$ cat src/rtl/cache_pkg.sv
// Shared types for the cache refill controller: FSM encoding, default widths
// and the write-buffer entry layout.
package cache_pkg;

    localparam int ADDR_W_DEF = 32;
    localparam int DATA_W_DEF = 32;

    typedef enum logic [2:0] {
        ST_IDLE      = 3'd0,
        ST_LOOKUP    = 3'd1,
        ST_DRAIN     = 3'd2,
        ST_MISS_REQ  = 3'd3,
        ST_MISS_WAIT = 3'd4,
        ST_FILL      = 3'd5
    } state_t;

    typedef struct packed {
        logic [ADDR_W_DEF-1:0] addr;
        logic [DATA_W_DEF-1:0] data;
    } wbuf_entry_t;

endpackage

$ cat src/rtl/cache_refill_ctrl_if.sv
// Backing-memory port of the refill controller: request channel with
// valid/ready handshake plus a single-cycle read response.
interface cache_refill_ctrl_if #(
    parameter int ADDR_W = 32,
    parameter int DATA_W = 32
);
    logic              mem_req_valid;
    logic              mem_req_ready;
    logic              mem_req_we;
    logic [ADDR_W-1:0] mem_req_addr;
    logic [DATA_W-1:0] mem_req_wdata;
    logic              mem_rsp_valid;
    logic [DATA_W-1:0] mem_rsp_data;

    modport master (
        output mem_req_valid, mem_req_we, mem_req_addr, mem_req_wdata,
        input  mem_req_ready, mem_rsp_valid, mem_rsp_data
    );

    modport slave (
        input  mem_req_valid, mem_req_we, mem_req_addr, mem_req_wdata,
        output mem_req_ready, mem_rsp_valid, mem_rsp_data
    );
endinterface

$ cat src/rtl/wbuf_fifo.sv
// Small synchronous FIFO for posted writes. A push while full is accepted
// only when a pop retires the head in the same cycle.
module wbuf_fifo
    import cache_pkg::*;
#(
    parameter int  DEPTH   = 2,
    parameter type entry_t = wbuf_entry_t
) (
    input  logic   clk,
    input  logic   reset,
    input  logic   push,
    input  entry_t wdata,
    input  logic   pop,
    output entry_t rdata,
    output logic   full,
    output logic   empty
);
    localparam int PTR_W = (DEPTH > 1) ? $clog2(DEPTH) : 1;

    entry_t           store [DEPTH];
    logic [PTR_W-1:0] wr_ptr;
    logic [PTR_W-1:0] rd_ptr;
    logic [PTR_W:0]   count;
    logic             do_push;
    logic             do_pop;

    assign empty   = (count == '0);
    assign full    = (count == (PTR_W+1)'(DEPTH));
    assign do_pop  = pop && !empty;
    assign do_push = push && (!full || do_pop);
    assign rdata   = store[rd_ptr];

    always_ff @(posedge clk or posedge reset) begin
        if (reset) begin
            wr_ptr <= '0;
            rd_ptr <= '0;
            count  <= '0;
        end else begin
            if (do_push) wr_ptr <= wr_ptr + PTR_W'(1);
            if (do_pop)  rd_ptr <= rd_ptr + PTR_W'(1);
            if (do_push && !do_pop)
                count <= count + (PTR_W+1)'(1);
            else if (do_pop && !do_push)
                count <= count - (PTR_W+1)'(1);
        end
    end

    // Payload storage needs no reset; it is only read while non-empty.
    always_ff @(posedge clk) begin
        if (do_push) store[wr_ptr] <= wdata;
    end

endmodule

$ cat src/rtl/cache_refill_ctrl.sv
// Read-miss refill and write-through controller between the LRU cache and
// backing memory. Writes are posted through a FIFO; reads wait for it to drain.
//
//   state     | meaning
//   IDLE      | accept read (to LOOKUP) or post write into buffer
//   LOOKUP    | cache answers: hit returns data, miss counts and drains
//   DRAIN     | wait for posted writes to reach memory (RAW order)
//   MISS_REQ  | read request held on memory port until accepted
//   MISS_WAIT | wait for the read response
//   FILL      | write word into cache and return it to requester
module cache_refill_ctrl
    import cache_pkg::*;
#(
    parameter int ADDR_W     = ADDR_W_DEF,
    parameter int DATA_W     = DATA_W_DEF,
    parameter int WBUF_DEPTH = 2,
    parameter int CNT_W      = 16
) (
    input  logic                clk,
    input  logic                reset,
    input  logic [ADDR_W-1:0]   req_addr,
    input  logic [DATA_W-1:0]   req_data,
    input  logic                req_we,
    input  logic                req_re,
    input  logic                cache_hit,
    input  logic [DATA_W-1:0]   cache_data,
    output logic                cpu_stall,
    output logic                cpu_rvalid,
    output logic [DATA_W-1:0]   cpu_rdata,
    output logic                fill_we,
    output logic [ADDR_W-1:0]   fill_addr,
    output logic [DATA_W-1:0]   fill_data,
    cache_refill_ctrl_if.master mem,
    output logic [CNT_W-1:0]    miss_count
);
    typedef struct packed {
        logic [ADDR_W-1:0] addr;
        logic [DATA_W-1:0] data;
    } entry_t;

    state_t            state;
    logic [ADDR_W-1:0] lat_addr;
    entry_t            push_entry;
    entry_t            head;
    logic              wb_push;
    logic              wb_pop;
    logic              wb_full;
    logic              wb_empty;

    // A simultaneous read wins; the write is ignored.
    assign wb_push    = (state == ST_IDLE) && req_we && !req_re;
    assign push_entry = '{addr: req_addr, data: req_data};
    assign wb_pop     = mem.mem_req_valid && mem.mem_req_we && mem.mem_req_ready;

    wbuf_fifo #(
        .DEPTH   (WBUF_DEPTH),
        .entry_t (entry_t)
    ) u_wbuf (
        .clk   (clk),
        .reset (reset),
        .push  (wb_push),
        .wdata (push_entry),
        .pop   (wb_pop),
        .rdata (head),
        .full  (wb_full),
        .empty (wb_empty)
    );

    assign cpu_stall = (state != ST_IDLE) || wb_full;

    // Single owner of the memory port: the miss read in MISS_REQ, else the buffer head.
    always_comb begin
        mem.mem_req_valid = 1'b0;
        mem.mem_req_we    = 1'b0;
        mem.mem_req_addr  = '0;
        mem.mem_req_wdata = '0;
        if (state == ST_MISS_REQ) begin
            mem.mem_req_valid = 1'b1;
            mem.mem_req_addr  = lat_addr;
        end else if (state != ST_MISS_WAIT && !wb_empty) begin
            mem.mem_req_valid = 1'b1;
            mem.mem_req_we    = 1'b1;
            mem.mem_req_addr  = head.addr;
            mem.mem_req_wdata = head.data;
        end
    end

    always_ff @(posedge clk or posedge reset) begin
        if (reset) begin
            state      <= ST_IDLE;
            lat_addr   <= '0;
            cpu_rvalid <= 1'b0;
            cpu_rdata  <= '0;
            fill_we    <= 1'b0;
            fill_addr  <= '0;
            fill_data  <= '0;
            miss_count <= '0;
        end else begin
            cpu_rvalid <= 1'b0;
            fill_we    <= 1'b0;
            unique case (state)
                ST_IDLE: begin
                    if (req_re) begin
                        lat_addr <= req_addr;
                        state    <= ST_LOOKUP;
                    end
                end
                ST_LOOKUP: begin
                    if (cache_hit) begin
                        cpu_rvalid <= 1'b1;
                        cpu_rdata  <= cache_data;
                        state      <= ST_IDLE;
                    end else begin
                        if (miss_count != '1) miss_count <= miss_count + CNT_W'(1);
                        state <= ST_DRAIN;
                    end
                end
                ST_DRAIN: begin
                    if (wb_empty) state <= ST_MISS_REQ;
                end
                ST_MISS_REQ: begin
                    if (mem.mem_req_ready) state <= ST_MISS_WAIT;
                end
                ST_MISS_WAIT: begin
                    if (mem.mem_rsp_valid) begin
                        fill_we    <= 1'b1;
                        fill_addr  <= lat_addr;
                        fill_data  <= mem.mem_rsp_data;
                        cpu_rvalid <= 1'b1;
                        cpu_rdata  <= mem.mem_rsp_data;
                        state      <= ST_FILL;
                    end
                end
                ST_FILL: state <= ST_IDLE;
                default: state <= ST_IDLE;
            endcase
        end
    end

endmodule
$ cat src/flat_wrapper.sv
// flat-port wrapper written by rule: the top's interface ports become plain ports
module cache_refill_ctrl_flat import cache_pkg::*;
#(
    parameter int ADDR_W     = ADDR_W_DEF,
    parameter int DATA_W     = DATA_W_DEF,
    parameter int WBUF_DEPTH = 2,
    parameter int CNT_W      = 16
)
  (clk, reset, req_addr, req_data, req_we, req_re, cache_hit, cache_data, cpu_stall, cpu_rvalid, cpu_rdata, fill_we, fill_addr, fill_data, miss_count, mem_mem_req_valid, mem_mem_req_we, mem_mem_req_addr, mem_mem_req_wdata, mem_mem_req_ready, mem_mem_rsp_valid, mem_mem_rsp_data);
  cache_refill_ctrl_if #(.ADDR_W(ADDR_W), .DATA_W(DATA_W)) mem_i ();
  input  logic clk;
  input  logic reset;
  input  logic [ADDR_W-1:0] req_addr;
  input  logic [DATA_W-1:0] req_data;
  input  logic req_we;
  input  logic req_re;
  input  logic cache_hit;
  input  logic [DATA_W-1:0] cache_data;
  output logic cpu_stall;
  output logic cpu_rvalid;
  output logic [DATA_W-1:0] cpu_rdata;
  output logic fill_we;
  output logic [ADDR_W-1:0] fill_addr;
  output logic [DATA_W-1:0] fill_data;
  output logic [CNT_W-1:0] miss_count;
  output wire logic [$bits(mem_i.mem_req_valid)-1:0] mem_mem_req_valid;
  output wire logic [$bits(mem_i.mem_req_we)-1:0] mem_mem_req_we;
  output wire logic [$bits(mem_i.mem_req_addr)-1:0] mem_mem_req_addr;
  output wire logic [$bits(mem_i.mem_req_wdata)-1:0] mem_mem_req_wdata;
  input wire logic [$bits(mem_i.mem_req_ready)-1:0] mem_mem_req_ready;
  input wire logic [$bits(mem_i.mem_rsp_valid)-1:0] mem_mem_rsp_valid;
  input wire logic [$bits(mem_i.mem_rsp_data)-1:0] mem_mem_rsp_data;
  assign mem_mem_req_valid = mem_i.mem_req_valid;
  assign mem_mem_req_we = mem_i.mem_req_we;
  assign mem_mem_req_addr = mem_i.mem_req_addr;
  assign mem_mem_req_wdata = mem_i.mem_req_wdata;
  assign mem_i.mem_req_ready = mem_mem_req_ready;
  assign mem_i.mem_rsp_valid = mem_mem_rsp_valid;
  assign mem_i.mem_rsp_data = mem_mem_rsp_data;
  cache_refill_ctrl #(.ADDR_W(ADDR_W), .DATA_W(DATA_W), .WBUF_DEPTH(WBUF_DEPTH), .CNT_W(CNT_W)) u_core (.clk(clk), .reset(reset), .req_addr(req_addr), .req_data(req_data), .req_we(req_we), .req_re(req_re), .cache_hit(cache_hit), .cache_data(cache_data), .cpu_stall(cpu_stall), .cpu_rvalid(cpu_rvalid), .cpu_rdata(cpu_rdata), .fill_we(fill_we), .fill_addr(fill_addr), .fill_data(fill_data), .mem(mem_i), .miss_count(miss_count));
endmodule
$ cat config.mk
export PLATFORM = sky130hd
export DESIGN_NAME = cache_refill_ctrl_flat
export DESIGN_NICKNAME = d
export VERILOG_FILES = /design/src/rtl/cache_pkg.sv /design/src/rtl/cache_refill_ctrl_if.sv /design/src/rtl/wbuf_fifo.sv /design/src/rtl/cache_refill_ctrl.sv /design/src/flat_wrapper.sv
export SDC_FILE = /design/constraint.sdc
export NUM_CORES = 1
export LEC_CHECK = 0
export ABC_CLOCK_PERIOD_IN_PS = 10900
export BUFFER_PORTS_ARGS = -buffer_cell sky130_fd_sc_hd__buf_2
export CORE_MARGIN = 1
export CORE_UTILIZATION = 30
export DETAILED_ROUTE_END_ITERATION = 8
export REMOVE_ABC_BUFFERS = 1
export SYNTH_ARGS = -nofsm -noshare
export SYNTH_HDL_FRONTEND = slang
export SYNTH_HIERARCHICAL = 1
export SYNTH_SLANG_ARGS = --single-unit
$ cat constraint.sdc
create_clock -name clk -period 10.9 [get_ports clk]
set_input_delay 2.18 -clock clk [delete_from_list [all_inputs] [get_ports clk]]
set_output_delay 2.18 -clock clk [all_outputs]
set_load 0.005 [all_outputs]
# Word-level counts from Yosys, hierarchy flattened
# Memories as Yosys holds them, arrays and structs flattened.
# Cells that the tools add are included.
# Widths: inputs -> output; s select.
[totals]
ff_bits = 153
ramBits = 128
output_inout_bits = 181
elab_cells = 80
n_memories = 1
[classes]
add_sub_neg = 5
n_eq_ne = 12
mux = 24
n_bitwise = 1
reduce_logical = 26
[mem_list]
columns = ["name", "words", "width", "read_ports", "rd_ports_with_merged_regs", "wr", "line", "source"]
rows = [
  ["u_core.u_wbuf.store", 2, 64, 1, 0, 1, "wbuf_fifo.sv:20", "entry_t store [DEPTH];"],
]
[ops]
columns = ["cell", "n"]
rows = [
  ["$mux 32", 6],
  ["$pmux 32 s2", 1],
  ["$add 16x1->16 const B", 1],
  ["$ne 16x16->1 const B", 1],
  ["$pmux 3 s5", 1],
  ["$mux 3", 4],
  ["$logic_and 1x1->1", 9],
  ["$mux 1", 8],
  ["$ne 2x2->1 const B", 4],
  ["$eq 3x2->1 const B", 2],
  ["$mux 2", 3],
  ["$reduce_and 3->1", 2],
  ["$logic_not 1->1", 5],
  ["$reduce_and 2->1", 2],
  ["$reduce_and 4->1", 1],
  ["$reduce_bool 2->1", 2],
  ["$eq 3x1->1 const B", 1],
  ["$eq 3x3->1 const B", 1],
  ["$logic_not 3->1", 1],
  ["$ne 3x3->1 const B", 1],
  ["$reduce_bool 3->1", 1],
  ["$add 1x1->1 const B", 2],
  ["$add 2x1->2 const B", 1],
  ["$eq 2x2->1 const B", 1],
  ["other kinds (6)", 7],
]

# Depth between registers and ports, before layout
[depth]
word_depth = 14
mapped_depth = 14

# Modules after synthesis
# Netlist, hierarchy kept.
[modules_own_cells]
columns = ["module", "n_inst", "cells_each", "area_per_inst_um2"]
rows = [
  ["cache_refill_ctrl", 1, 523, 6591.3],
  ["wbuf_fifo", 1, 219, 5037.3],
]

# Least setup slack after synthesis
# Ideal clock, no wire load.
[synth_path]
path_type = "input to register"
start = "input port req_re"
end = "memory u_core/u_wbuf/store[0][0] in the netlist's numbering (enable)"
t_arrival_ns = 5.330
required_ns = 10.414
path_slack_ns = 5.084
stages = 4
path_buffers = 0
path_cell_list = "nand2b_1 > nor4_1 > o21ai_2 > nor2_1"
[synth_via]
elab_chain_len = 5
[synth_rtl]
columns = ["element", "line", "source"]
rows = [
  ["from (decl)", "flat_wrapper.sv:16", "input logic req_re;"],
  ["$logic_not 1->1", "cache_refill_ctrl.sv:51", "assign wb_push = (state == ST_IDLE) && req_we && !req_re;"],
  ["$logic_and 1x1->1", "cache_refill_ctrl.sv:51", ""],
  ["net u_core.wb_push", "cache_refill_ctrl.sv:45", "logic wb_push;"],
  ["$logic_and 1x1->1", "wbuf_fifo.sv:30", "assign do_push = push && (!full || do_pop);"],
  ["$mux 1", "wbuf_fifo.sv:50", "if (do_push) store[wr_ptr] <= wdata;"],
  ["$mux 1 (not written as such)", "wbuf_fifo.sv:50", ""],
  ["to (decl)", "wbuf_fifo.sv:20", ""],
]
# The timed path passes the listed nets, and every way through them passes these cells.

# Worst setup path after layout
[layout_path]
start = "register u_core.state[2]"
end = "output port mem_mem_req_addr[13]"
[layout_via]
elab_chain_len = 4
elab_cells_between_ends = 5
cone_classes = "eq/ne: 2; mux: 2; reduce/logical: 1"
[layout_rtl]
columns = ["element", "line", "source"]
rows = [
  ["from (decl)", "cache_refill_ctrl.sv:41", "state_t state;"],
  ["from (signal assigned)", "cache_refill_ctrl.sv:90", "state <= ST_IDLE;"],
  ["from (signal assigned)", "cache_refill_ctrl.sv:105", "state <= ST_LOOKUP;"],
  ["from (signal assigned)", "cache_refill_ctrl.sv:112", "state <= ST_IDLE;"],
  ["$ne 3x3->1", "cache_refill_ctrl.sv:80", "end else if (state != ST_MISS_WAIT && !wb_empty) begin"],
  ["$logic_and 1x1->1", "cache_refill_ctrl.sv:80", ""],
  ["$mux 32", "cache_refill_ctrl.sv:80", ""],
  ["$mux 32 (*)", "cache_refill_ctrl.sv:77", "if (state == ST_MISS_REQ) begin"],
  ["to (decl)", "flat_wrapper.sv:28", "output wire logic [$bits(mem_i.mem_req_addr)-1:0] mem_mem_req_addr;"],
]
# Mark *: on every way between the ends. The rest lies on a longest branch, timed or not.

==> results.py <==
metrics = {
    "global_routing": {
        "grt_overflow_total": 0,
        "grt_pass1_wl_mm": 42.6,
        "grt_pass1_vias": 7356,
        "grtUsageTotal_pct": 14.2,
        "antenna_found_initial": 2,
        "grt_max_degree": 78,
    },
    "synth": {
        "synth_top_family_by_area": "multiplexers",
        "synthDistinctLibCells": 43,
        "yosysWarnings": 6,
        "synth-seq-cells": 281,
        "netlist.area_leader.share_pct": 33.1,
        "syn_inst": 742,
        "ys_top_cells_by_area": "edfxtp_1, dfrtp_1, mux2_2",
        "synthAdderAreaFrac_pct": 0.215,
        "synthSimpleGateAreaFrac_pct": 5.73,
        "yosysSeqAreaShare_pct": 66.0,
        "synth_top_cell_by_area": "edfxtp_1",
        "synth_area_um2": 11600,
        "synth_compound_area_share_pct": 4.36,
        "synth_mux_area_share_pct": 20.1,
        "syn_avg_cell_area_um2": 15.7,
        "synth_xor_area_share_pct": 1.36,
    },
    "worst_setup_path": {
        "reg2reg_to": "u_core/u_wbuf/store[1][29]$_DFFE_PP_",
        "r2r_setup_slack_ns": 7.13,
        "reg2regPathDepth": 8,
        "cp_max_fo": 66,
        "startpoint_type": "flop",
        "worstSetupStartpoint": "u_core/state[2]$_DFFE_PP0P_",
        "crit_required_ns": 8.72,
        "cp.arrival_ns": 3.03,
        "rr_startpoint": "u_core/state[2]$_DFFE_PP0P_",
        "worstSetupPathType": "flop to output port",
        "crit_path_end": "mem_mem_req_addr[13]",
        "end_kind": "output port",
    },
    "placed_design": {
        "place_ws_ns": 6.22,
        "io_buffers": 315,
        "globalplace.congestion": 0.729,
        "dpl.hpwl_mm": 18.0,
    },
    "die": {
        "die_y_um": 199,
        "core_area_um2": 37900,
        "die_width_um": 199,
        "num_io_pins": 316,
        "initial_core_util_pct": 30.7,
        "rows": 71,
        "die-area_um2": 39600,
    },
    "clock_tree": {
        "htreeDepth": 2,
        "clk_pin_slew_worst_paths_ns": 0.06,
        "cts-buffers-inserted": 34,
        "postCtsSetupRepairBufs": 0,
        "hold_buffers": 0,
        "cts_sinks": 281,
        "clock_path_buffers": 3,
        "cts_tree": "done",
        "clkLatencyLatePin_ns": 0.53,
        "cts-root-buf": "clkbuf_16",
        "cts_resized": 0,
    },
    "timing": {
        "finalHoldViolCount": 0,
        "slew_violations": 0,
        "rsz0062_at_grt": "no",
        "post-route-period-util_pct": 47.8,
        "fin_worst_skew_ns": 0.0143,
        "max_freq_ghz": 0.192,
        "setup_slack_ns": 5.69,
        "worst_pin_slew_ns": 1.15,
        "final.setup.tns_ns": 0,
        "fin_crit_ns": 5.21,
        "setup_viol": 0,
        "slew-limit-headroom_pct": 22.7,
    },
    "status": {
        "status": "complete, no violations",
    },
    "layout": {
        "multiInputGateArea_um2": 3740,
        "fillCellCount": 3642,
        "areaGrowthSynthToFinish_pct": 27.0,
        "post_route_cells_drive_above_1_share_pct": 50.5,
        "seq_area_um2": 7680,
        "final_nets": 1194,
    },
    "flow_run": {
        "drv_cap": 0,
    },
    "pwr": {
        "peakVddDrop_mv": 0.116,
        "power_density_nw_per_um2": 274,
        "p_leak_nw": 6.47,
        "power.total_mw": 4.05,
    },
    "min_path": {
        "holdCritPathClass": "flop to flop",
        "min-delay-start": "u_core/fill_data[22]$_DFFE_PP0P_",
    },
    "route": {
        "vias_per_cell": 4.52,
        "ant_nets": 0,
        "firstDrtPassIters": 4,
        "drc": 0,
        "wl_mm": 28.5,
        "vias": 7200,
        "wl_per_cell_um": 17.9,
        "drt_iter0_markers": 255,
    },
}
[Yosys cell counts (all sizes together)]
| cell | number |
|---|---|
| and4 | 1 |
| o21ba | 1 |
| a31oi | 1 |
| a21oi | 35 |
| nor4 | 3 |
| o21ai | 2 |
| clkbuf | 16 |
| dfrtp | 153 |
| a22o | 32 |
| nand4 | 4 |
| nor3b | 1 |
| and3 | 1 |
| xor2 | 15 |
| nand2 | 6 |
| or3 | 2 |
| a22oi | 1 |
| xnor2 | 3 |
| nor2 | 45 |
| nor3 | 9 |
| or4b | 1 |
| edfxtp | 128 |
| inv | 5 |
| nand3 | 8 |
| buf | 27 |
| ha | 2 |
| o22ai | 1 |
| nand2b | 2 |
| mux2 | 162 |
| mux2i | 33 |
| a21o | 1 |
| or4 | 2 |
| nor4b | 2 |
| nand3b | 2 |
| and2 | 35 |
[critical path, stage by stage (launching register included)]
cell and delay (ns):
dfrtp_1 0.51, inv_1 0.16, and3_2 0.55, nor3_2 0.21, buf_4 0.62, a22o_1 0.28
buf_2 0.13
[registers in the layout, summed over array words and instances (netlist names), 2 cells and up]
name,flops
u_core/u_wbuf/store,128
u_core/cpu_rdata,32
u_core/fill_addr,32
u_core/fill_data,32
u_core/lat_addr,32
u_core/miss_count,16
u_core/state,3
u_core/u_wbuf/count,2
[how the worst min path moves through the flow]
stage                                            end  slack, ns  depth (start not counted)
floorplan           u_core/u_wbuf/wr_ptr$_DFFE_PP0N_       0.46                          1
global placement     u_core/fill_data[4]$_DFFE_PP0P_       0.49                          1
detailed placement  u_core/fill_data[22]$_DFFE_PP0P_       0.49                          1
CTS                  u_core/fill_data[2]$_DFFE_PP0P_       0.50                          1
global route         u_core/fill_addr[2]$_DFFE_PP0P_       0.52                          1
finish              u_core/fill_data[22]$_DFFE_PP0P_       0.50                          1
[cell type report]
| class | count | area share (%) |
|---|---|---|
| timing repair buffer | 322 | 11.0 |
| sequential | 281 | 52.0 |
| clock buffer | 45 | 6.25 |
| clock inverter | 15 | 0.915 |
| tap | 511 | 4.33 |
| inverter | 5 | 0.161 |
| antenna | 2 | 0.0339 |
| multi-input combinational | 413 | 25.3 |
[through the flow]
| stage | util, % | cell area (um2) | cells | hold WS, ns |
|---|---|---|---|---|
| 2_1_floorplan | - | 11400 | 699 | 0.460 |
| 5_1_grt | 38.9 | 14800 | 1593 | 0.520 |
| 6_report | 38.9 | 14800 | 1594 | 0.500 |
| 4_1_cts | 38.9 | 14800 | 1592 | 0.503 |
| 3_3_place_gp | 36.1 | 13700 | 1532 | 0.486 |
| 3_5_place_dp | 36.1 | 13700 | 1532 | 0.490 |
[report_power, final]
part / internal, mW / switching, mW
clock network: 0.645 / 0.434
logic: 0.718 / 0.640
registers: 1.42 / 0.193
[per-layer routing]
metal | global-route usage (%) | share of wire (%)
met5 | 0 | 0.035
met2 | 23.9 | 51
met3 | 3.00 | 4.6
met1 | 17.7 | 42
met4 | 6.18 | 2.4
[cells in the final DEF (no fill, tap or decap), types with 6 or more instances in the layout]
cell | netlist | layout
buf_2 | 14 | 315
dfrtp_1 | 153 | 152
nor3_1 | 8 | 6
mux2i_1 | 33 | 33
nand3_1 | 8 | 8
clkbuf_16 | 0 | 35
mux2_4 | 50 | 50
nor2_1 | 44 | 43
clkbuf_1 | 16 | 9
a21oi_1 | 35 | 34
buf_4 | 0 | 7
mux2_2 | 111 | 111
edfxtp_1 | 128 | 128
a22o_1 | 32 | 32
nand2_1 | 6 | 6
xor2_1 | 15 | 15
and2_1 | 35 | 33
[logic make-up after synthesis]
group,after synthesis
flip-flops,281
multiplexers,195
AND/OR/NAND/NOR,124
AO/OA/AOI/OAI,74
buffers and inverters,48
XOR/XNOR,18
adder cells (fa/ha/maj),2
Note: power is estimated with default switching activity, not from simulation.
